===== src/rtl/cla_add_seq_pkg.sv =====
// Shared types and constants for the byte-serial carry-lookahead add sequencer.
// Optional subtract support is selected with the CLA_ADD_SEQ_SUB_EN macro.
package cla_add_seq_pkg;

    localparam int WORDS_DEF = 4;
    localparam int WORDS_MIN = 1;
    localparam int WORDS_MAX = 16;

    typedef enum logic [1:0] {
        ST_IDLE = 2'd0,
        ST_RUN  = 2'd1,
        ST_DONE = 2'd2
    } state_e;

    // Raw state encodings used by the state register.
    localparam logic [1:0] S_IDLE = 2'd0;
    localparam logic [1:0] S_RUN  = 2'd1;
    localparam logic [1:0] S_DONE = 2'd2;

    // Byte-index register width; a single-byte operand still needs one bit.
    function automatic int idx_width(input int words);
        return (words > 1) ? $clog2(words) : 1;
    endfunction

    localparam int IDX_W_DEF = idx_width(WORDS_DEF);

endpackage


===== src/rtl/cla_add_seq_if.sv =====
// Operand/result bus of the add sequencer; the sub line exists only with CLA_ADD_SEQ_SUB_EN.
// Handshake: a transfer happens on a rising edge where valid && ready; the master holds its
// payload stable while valid is high and unanswered, and ready never depends on valid.
interface cla_add_seq_if #(
    parameter int N = 32
);
    logic         in_valid;
    logic         in_ready;
    logic [N-1:0] a;
    logic [N-1:0] b;
    logic         cin;
`ifdef CLA_ADD_SEQ_SUB_EN
    logic         sub;
`endif
    logic         out_valid;
    logic         out_ready;
    logic [N-1:0] sum;
    logic         cout;
    logic         ovf;
    logic         busy;

    modport master (
`ifdef CLA_ADD_SEQ_SUB_EN
        output sub,
`endif
        output in_valid, a, b, cin, out_ready,
        input  in_ready, out_valid, sum, cout, ovf, busy
    );

    modport slave (
`ifdef CLA_ADD_SEQ_SUB_EN
        input  sub,
`endif
        input  in_valid, a, b, cin, out_ready,
        output in_ready, out_valid, sum, cout, ovf, busy
    );

endinterface


===== src/rtl/cla_add_seq_cla8.sv =====
// 8-bit carry-lookahead adder: every carry is a flat sum of generate/propagate products,
// so no carry ripples through a previous carry.
module cla8 (
    input  logic [7:0] x,
    input  logic [7:0] y,
    input  logic       ci,
    output logic [7:0] s,
    output logic       co
);

    logic [7:0] g;
    logic [7:0] p;
    logic [8:0] c;
    logic       run_p;

    assign g = x & y;
    assign p = x ^ y;

    // c[i+1] = g[i] | p[i]g[i-1] | p[i]p[i-1]g[i-2] | ... | p[i..0]ci
    always_comb begin
        c     = '0;
        run_p = 1'b0;
        c[0]  = ci;
        for (int i = 0; i < 8; i++) begin
            c[i+1] = g[i];
            run_p  = p[i];
            for (int j = i - 1; j >= 0; j--) begin
                c[i+1] = c[i+1] | (run_p & g[j]);
                run_p  = run_p & p[j];
            end
            c[i+1] = c[i+1] | (run_p & ci);
        end
    end

    assign s  = p ^ c[7:0];
    assign co = c[8];

endmodule


===== src/rtl/cla_add_seq.sv =====
// Multi-precision add sequencer: one shared cla8 processes the operands one byte per cycle,
// LSB first, with a registered inter-byte carry. Subtract exists only with CLA_ADD_SEQ_SUB_EN.
module cla_add_seq
    import cla_add_seq_pkg::*;
#(
    parameter int WORDS = WORDS_DEF
) (
    input  logic           clk,
    input  logic           rst,
    cla_add_seq_if.slave   bus,
    output state_e         state_dbg
);

    localparam int N     = 8 * WORDS;
    localparam int IDX_W = idx_width(WORDS);
    localparam logic [IDX_W-1:0] LAST_IDX = IDX_W'(WORDS - 1);

    logic [1:0]             state_q;
    logic [IDX_W-1:0]       idx_q;
    logic                   carry_q;
    logic [WORDS-1:0][7:0]  a_q;
    logic [WORDS-1:0][7:0]  b_q;
    logic [WORDS-1:0][7:0]  sum_q;
    logic                   cout_q;
    logic                   ovf_q;
    logic                   out_valid_q;

    logic [N-1:0]           b_eff;
    logic                   c_init;
    logic [7:0]             add_x;
    logic [7:0]             add_y;
    logic [7:0]             add_s;
    logic                   add_co;
    logic                   last;

    // Subtraction is A + ~B + 1, so inversion and the forced carry happen at latch time.
`ifdef CLA_ADD_SEQ_SUB_EN
    assign b_eff  = bus.sub ? ~bus.b : bus.b;
    assign c_init = bus.sub ? 1'b1 : bus.cin;
`else
    assign b_eff  = bus.b;
    assign c_init = bus.cin;
`endif

    assign add_x = a_q[idx_q];
    assign add_y = b_q[idx_q];
    assign last  = (idx_q == LAST_IDX);

    cla8 u_cla8 (
        .x  (add_x),
        .y  (add_y),
        .ci (carry_q),
        .s  (add_s),
        .co (add_co)
    );

    always_ff @(posedge clk) begin
        if (rst) begin
            state_q     <= S_IDLE;
            idx_q       <= '0;
            carry_q     <= 1'b0;
            a_q         <= '0;
            b_q         <= '0;
            sum_q       <= '0;
            cout_q      <= 1'b0;
            ovf_q       <= 1'b0;
            out_valid_q <= 1'b0;
        end else begin
            case (state_q)
                S_IDLE: begin
                    if (bus.in_valid) begin
                        a_q     <= bus.a;
                        b_q     <= b_eff;
                        carry_q <= c_init;
                        idx_q   <= '0;
                        state_q <= S_RUN;
                    end
                end
                S_RUN: begin
                    sum_q[idx_q] <= add_s;
                    carry_q      <= add_co;
                    if (last) begin
                        // Adder inputs hold the MSB bytes here, so their bit 7 are the sign bits.
                        cout_q      <= add_co;
                        ovf_q       <= (add_x[7] == add_y[7]) && (add_s[7] != add_x[7]);
                        out_valid_q <= 1'b1;
                        state_q     <= S_DONE;
                    end else begin
                        idx_q <= idx_q + IDX_W'(1);
                    end
                end
                S_DONE: begin
                    if (bus.out_ready) begin
                        out_valid_q <= 1'b0;
                        state_q     <= S_IDLE;
                    end
                end
                default: begin
                    state_q <= S_IDLE;
                end
            endcase
        end
    end

    // in_ready and busy decode only the state register.
    assign bus.in_ready  = (state_q == S_IDLE);
    assign bus.busy      = (state_q != S_IDLE);
    assign bus.out_valid = out_valid_q;
    assign bus.sum       = sum_q;
    assign bus.cout      = cout_q;
    assign bus.ovf       = ovf_q;
    assign state_dbg     = state_e'(state_q);

endmodule


===== src/flat_wrapper.sv =====
// flat-port wrapper written by rule: the top's interface ports become plain ports
module cla_add_seq_flat import cla_add_seq_pkg::*;
#(
    parameter int WORDS = WORDS_DEF
)
  (clk, rst, state_dbg, bus_in_valid, bus_a, bus_b, bus_cin, bus_out_ready, bus_in_ready, bus_out_valid, bus_sum, bus_cout, bus_ovf, bus_busy);
  cla_add_seq_if bus_i ();
  input  logic clk;
  input  logic rst;
  output state_e state_dbg;
  input wire logic [$bits(bus_i.in_valid)-1:0] bus_in_valid;
  input wire logic [$bits(bus_i.a)-1:0] bus_a;
  input wire logic [$bits(bus_i.b)-1:0] bus_b;
  input wire logic [$bits(bus_i.cin)-1:0] bus_cin;
  input wire logic [$bits(bus_i.out_ready)-1:0] bus_out_ready;
  output wire logic [$bits(bus_i.in_ready)-1:0] bus_in_ready;
  output wire logic [$bits(bus_i.out_valid)-1:0] bus_out_valid;
  output wire logic [$bits(bus_i.sum)-1:0] bus_sum;
  output wire logic [$bits(bus_i.cout)-1:0] bus_cout;
  output wire logic [$bits(bus_i.ovf)-1:0] bus_ovf;
  output wire logic [$bits(bus_i.busy)-1:0] bus_busy;
  assign bus_i.in_valid = bus_in_valid;
  assign bus_i.a = bus_a;
  assign bus_i.b = bus_b;
  assign bus_i.cin = bus_cin;
  assign bus_i.out_ready = bus_out_ready;
  assign bus_in_ready = bus_i.in_ready;
  assign bus_out_valid = bus_i.out_valid;
  assign bus_sum = bus_i.sum;
  assign bus_cout = bus_i.cout;
  assign bus_ovf = bus_i.ovf;
  assign bus_busy = bus_i.busy;
  cla_add_seq #(.WORDS(WORDS)) u_core (.clk(clk), .rst(rst), .bus(bus_i), .state_dbg(state_dbg));
endmodule

===== config.mk =====
export PLATFORM = sky130hd
export DESIGN_NAME = cla_add_seq_flat
export DESIGN_NICKNAME = d
export VERILOG_FILES = /design/src/rtl/cla_add_seq_pkg.sv /design/src/rtl/cla_add_seq_if.sv /design/src/rtl/cla_add_seq_cla8.sv /design/src/rtl/cla_add_seq.sv /design/src/flat_wrapper.sv
export SDC_FILE = /design/constraint.sdc
export NUM_CORES = 1
export LEC_CHECK = 0
export CAP_MARGIN = 15
export CORE_ASPECT_RATIO = 1.2
export CORE_MARGIN = 10
export CORE_UTILIZATION = 25
export CTS_CLUSTER_DIAMETER = 40
export DETAILED_ROUTE_END_ITERATION = 10
export GPL_TIMING_DRIVEN = 1
export SYNTH_ARGS = -nofsm -noshare
export SYNTH_HDL_FRONTEND = slang
export SYNTH_SLANG_ARGS = --single-unit
export TNS_END_PERCENT = 10

===== constraint.sdc =====
create_clock -name clk -period 9 [get_ports clk]
set_input_delay 1.35 -clock clk [delete_from_list [all_inputs] [get_ports clk]]
set_output_delay 1.35 -clock clk [all_outputs]
set_load 0.02 [all_outputs]

; Word level (Yosys, flattened, before mapping)
; Cells that the tools add are included.
[classes]
n_addsub = 1
multipliers = 0
div = 0
n_lt_le_gt_ge = 2
eq_ne = 9
shift = 0
mux = 19
n_bitwise = 103
n_reduce_logical = 12
[op_table]
columns = operator, n
row1 = $and A1 B1 Y1, 64
row2 = $or A1 B1 Y1, 36
row3 = $bmux W8 S2, 2
row4 = $bwmux W32, 1
row5 = $mux W8, 3
row6 = $demux W8 S2, 1
row7 = $xor A8 B8 Y8, 2
row8 = $mux W2, 5
row9 = $reduce_and A3 Y1, 3
row10 = $and A8 B8 Y8, 1
row11 = $ne A2 B2 Y1 const B, 3
row12 = $pmux W2 S3, 1
row13 = $reduce_and A2 Y1, 3
row14 = $reduce_bool A2 Y1, 3
row15 = $eq A2 B2 Y1 const B, 2
row16 = $pmux W1 S2, 2
row17 = $pmux W2 S2, 1
row18 = $lt A2 B3 Y1 const B, 1
row19 = $mux W1, 3
row20 = $add A2 B1 Y2 const B, 1
row21 = $eq A2 B1 Y1 const B, 1
row22 = $ge A2 B1 Y1 const B, 1
row23 = $logic_and A1 B1 Y1, 2
row24 = $logic_not A2 Y1, 1
row25 = other kinds (3), 3
[word_totals]
regBits = 104
latch_bits = 0
ramBits = 0
romBits = 0
inputBits = 69
out_inout_bits = 39
wordCells = 164
memories = 0

; Depth between registers and ports, before layout
[depth]
word_depth = 14
ltp_mapped = 10
ltp_nobuf = 7

; Hierarchy
; A second synthesis with hierarchy kept.
[hier_totals]
cells_unflattened = 506
hier_area_um2 = 4475.5
[modules_own_cells]
columns = module, instances, cells_per_inst, area_each_um2, seq_area_each_um2
row1 = cla_add_seq, 1, 465, 4142.7, 2082.0
row2 = cla8, 1, 41, 332.8, 0.0

; Worst setup path before layout
; Ideal clock, no wire load.
[synth_path]
path_kind = register to register
from = register u_core.idx_q[0]
to = register u_core.sum_q, in the netlist u_core.bus.sum[30]
setup_ps = 122
arrival_ps = 2937
required_ps = 8878
path_slack_ps = 5941
path_stages_with_launch = 10
path_buffers = 2
synth_period_minus_slack_ps = 3059
path_cell_list = dfxtp_1 > buf_2 > buf_2 > mux4_2 > ha_1 > o21ai_0 > or2b_2 > a31oi_4 > nor4_1 > a311o_1
[synth_via]
elab_chain_len = 12
word_cells_on_any_way = 30
classes_between = order compare (2) / mux (7) / bitwise (20) / reduce/logical (1)
[synth_lines]
columns = item, line_no
row1 = start: declaration, cla_add_seq.sv:19  ; logic [IDX_W-1:0] idx_q;
row2 = start signal: assignment, cla_add_seq.sv:89  ; idx_q <= idx_q + IDX_W'(1);
row3 = "$bmux W8 S2, on equally long branches", "cla_add_seq.sv:45, cla_add_seq.sv:46"
row4 = "$mux W8, on equally long branches", "cla_add_seq.sv:45, cla_add_seq.sv:46"
row5 = $xor A8 B8 Y8 or $and A8 B8 Y8 (tied branches), "cla_add_seq_cla8.sv:17, cla_add_seq_cla8.sv:16"
row6 = "$and A1 B1 Y1, on equally long branches", "cla_add_seq_cla8.sv:28, cla_add_seq_cla8.sv:29"
row7 = "$or A1 B1 Y1, or another cell as far along (4 in a row)", cla_add_seq_cla8.sv:28  ; c[i+1] = c[i+1] | (run_p & g[j]);
row8 = $or A1 B1 Y1 or $and A1 B1 Y1 (tied branches), "cla_add_seq_cla8.sv:28, cla_add_seq_cla8.sv:31"
row9 = $or A1 B1 Y1, cla_add_seq_cla8.sv:31  ; c[i+1] = c[i+1] | (run_p & ci);
row10 = $xor A8 B8 Y8, cla_add_seq_cla8.sv:35  ; assign s = p ^ c[7:0];
row11 = $bwmux W32 (*), cla_add_seq.sv:80  ; sum_q[idx_q] <= add_s;
row12 = end signal: indexed assignment, cla_add_seq.sv:80
row13 = end: declaration, cla_add_seq.sv:23  ; logic [WORDS-1:0][7:0] sum_q;
; Mark *: on every way between the ends. The rest lies on a longest branch, timed or not. The select of a mux whose other input is x is not followed.
; A chain may end at the register's enable or synchronous reset.

; Worst setup path after layout
[layout_path]
from = register u_core.state_q[1] (netlist: u_core.state_dbg[1])
to = output bus_in_ready
[layout_via]
elab_chain_len = 1
[layout_lines]
columns = item, line_no
row1 = start: declaration, cla_add_seq.sv:18  ; logic [1:0] state_q;
row2 = start signal: assignment, cla_add_seq.sv:59  ; state_q <= S_IDLE;
row3 = start signal: assignment, cla_add_seq.sv:76  ; state_q <= S_RUN;
row4 = start signal: assignment, cla_add_seq.sv:87  ; state_q <= S_DONE;
row5 = $logic_not A2 Y1, cla_add_seq.sv:106  ; assign bus.in_ready = (state_q == S_IDLE);
row6 = end: declaration, flat_wrapper.sv:16  ; output wire logic [$bits(bus_i.in_ready)-1:0] bus_in_ready;
; No other way between the ends.

==> key figures <==
Job
  • Max Cap Viol: 0

Floorplan
  • Chip Width: 142 µm
  • CORE AREA: 0.0176 mm²
  • FP Rows: 53
  • Initial core utilization: 25.5%
  • I/O pins: 108
  • Die extent in y: 167 µm
  • Die ar.: 0.0237 mm²

Final layout
  • Finished Cell Area: 0.00602 mm²
  • Layout fillers: 1838
  • Area Growth Syn to Fin: 34.3%
  • Sequential cell area: 0.00208 mm²
  • Net count, final: 697
  • ANT cells: 0
  • Multi-input combinational cell area: 0.00222 mm²
  • Share of layout cells above drive strength 1: 7.93%

STA
  • Final Hold Fails: 0
  • Unrepaired setup endpoints after global routing: no
  • Actual slew at the worst max-slew pin: 1080 ps
  • Final Max Slew Viols: 0
  • Clk_skew: 8.83 ps
  • Hold slack: 454 ps
  • Final worst-path cycle share: 33.6%
  • Fin crit period: 3030 ps
  • Rel. slew slack: 28.1%
  • Peak Freq: 330 MHz
  • Final TNS setup: 0 ps
  • Finish-stage setup viols: 0

Place
  • DP HPWL: 9.81 mm
  • GPL Wtd Cong: 0.780
  • DP Area: 0.00571 mm²
  • Count of input and output buffers: 107

Min path
  • Hold depth: 2
  • Hold crit path type: flop to flop
  • Min-delay src: u_core.b_q[29]$_SDFFE_PP0P_
  • Hold path endpoint: u_core.b_q[29]$_SDFFE_PP0P_

CTS
  • Hold-fix buffers, CTS: 0
  • CTS tree: yes
  • Clock transition at path regs: 70 ps
  • Post-CTS Repair Setup Buffers: 0
  • Clock root buffer: clkbuf_16
  • Total CTS buffers: 9
  • Worst skew pair latency: 360 ps
  • Post-cts repair resize count: 0
  • Clk buf depth: 2
  • Clock Sinks: 104
  • H-tree depth: 3

Power
  • LEAKAGE: 0.00218 µW
  • Max VDD drop: 0.0000848 V
  • Power density cells: 174 mW/mm²
  • Total chip power: 1050 µW

Critical path
  • R2R cell count: 8
  • CP Capture Type: output pin
  • FF-to-FF Start: u_core.idx_q[0]$_SDFFE_PP0P_
  • Crit path DAT: 1680 ps
  • Worst setup SP type: flop
  • Reg2reg end: u_core.bus.sum[30]$_SDFFE_PP0P_
  • Worst R2R Setup Slack: 5980 ps
  • Worst-path fanout max: 8
  • Worst EP required: 7650 ps
  • WS Path Type: flop to output pin

Routing
  • Antenna viol nets, final: 0
  • Drt pass-1 iters: 4
  • Final WL: 13.3 mm
  • WL/cell: 15.9 µm
  • Number of remaining DRC errors: 0
  • Vias per cell: 4.64
  • DR iter-0 viols: 182
  • Vias: 3891

Yosys
  • Post-synth EDFFs: 0
  • Yosys reg bits: 104
  • Post-synth top area share: 46.4%
  • Ys async rst share: 0%
  • Mean area per synthesized cell: 8.49 µm²
  • Post-synth top flop: dfxtp_1
  • Ys Warns: 0
  • Synth Instances: 528
  • Distinct cells, synth: 45
  • Top cells by area, synth: dfxtp_1 46%, nand2_1 13%, a21oi_1 9.5%, mux4_2 8.0%, ha_1 3.3%
  • Commonest cells post-synth: 158 x nand2_1, 104 x dfxtp_1, 85 x a21oi_1
  • Largest area contributor in the netlist: dfxtp_1
  • Cell with the most instances after synthesis: nand2_1
  • Synth Net Count: 610
  • Mapped Area: 0.00448 mm²
  • Seq/Total Area, Yosys: 46.4%

GRT
  • Total GRT Usage: 11.3%
  • Vias in the first global route: 4054
  • Initial antenna violation count: 0
  • First-pass GRT wire length: 21.3 mm
  • Largest net degree at the start of global routing: 101
  • Global route overflow: 0

Outcome
  • Outcome: completed
-- power by group --
group          total [µW]  switching [µW]  internal [µW]
logic                 155            83.2           72.2
registers             495            12.9            482
clock network         399             172            227
-- cells in the final DEF (no fill, tap or decap), types with 3 or more instances in the layout --
cell and count:
o31ai_1 4, a21oi_1 85, dfxtp_1 104, nor2_1 22, ha_1 12, clkbuf_16 9
inv_1 8, o21a_1 5, nand2_1 157, nand3_1 20, a311o_1 3, nand4_1 4
mux4_2 16, clkdlybuf4s50_1 106, o21ai_0 10, a21o_2 3, xor2_1 3, nor3_1 4
buf_4 5
-- flip-flops by register name, summed over array words and instances (netlist names) --
name	flops
u_core.b_q	32
u_core.bus.out_valid	1
u_core.a_q	32
u_core.carry_q	1
u_core.idx_q	2
u_core.bus.ovf	1
u_core.bus.sum	32
u_core.state_dbg	2
u_core.bus.cout	1
-- how the worst max path moves through the flow --
stage | from | to | slack, ps | cells after the start
3_5_place_dp | bus_in_valid | u_core.a_q[19]$_SDFFE_PP0P_ | 5850 | 4
2_1_floorplan | u_core.idx_q[0]$_SDFFE_PP0P_ | u_core.bus.sum[30]$_SDFFE_PP0P_ | 5940 | 9
6_report | u_core.state_dbg[1]$_SDFFE_PP0P_ | bus_in_ready | 5970 | 2
4_1_cts | u_core.idx_q[1]$_SDFFE_PP0P_ | u_core.bus.sum[30]$_SDFFE_PP0P_ | 5940 | 8
3_3_place_gp | bus_in_valid | u_core.a_q[10]$_SDFFE_PP0P_ | 5900 | 4
5_1_grt | u_core.idx_q[0]$_SDFFE_PP0P_ | u_core.bus.sum[30]$_SDFFE_PP0P_ | 5780 | 8
-- through the flow --
step | utilization (%) | instances | setup slack [ps]
2_1_floorplan | - | 528 | 5940
3_3_place_gp | 32.5 | 823 | 5900
3_5_place_dp | 32.5 | 823 | 5850
4_1_cts | 34.2 | 837 | 5940
5_1_grt | 34.3 | 838 | 5780
6_report | 34.3 | 838 | 5970
-- worst max-delay path, cell delays in order, from the launching register on --
cell and delay, ps:
dfxtp_1 400, nor2_1 250, clkdlybuf4s50_1 660
-- metal layers --
metal | global-route usage, % | share of wire [%]
met1 | 12.4 | 40
met2 | 20.0 | 53
met3 | 3.36 | 5.4
met4 | 4.14 | 1.4
met5 | 0 | 0
-- cells by family after synthesis --
group                    count (synthesis)  share of synthesized area, %
AND/OR/NAND/NOR                        226                          21.3
AO/OA/AOI/OAI                          121                          15.6
flip-flops                             104                          46.4
buffers and inverters                   44                          4.10
multiplexers                            16                          8.04
adder cells (fa/ha/maj)                 13                          3.79
XOR/XNOR                                 4                         0.781
-- final cells by class --
type                       count  area share (%)
timing repair buffer         112            18.6
multi-input combinational    380            36.9
inverter                       8           0.499
sequential                   104            34.6
clock buffer                  11            4.20
clock inverter                 3           0.706
tap                          220            4.57
Note: power is estimated with default switching activity, not from simulation.
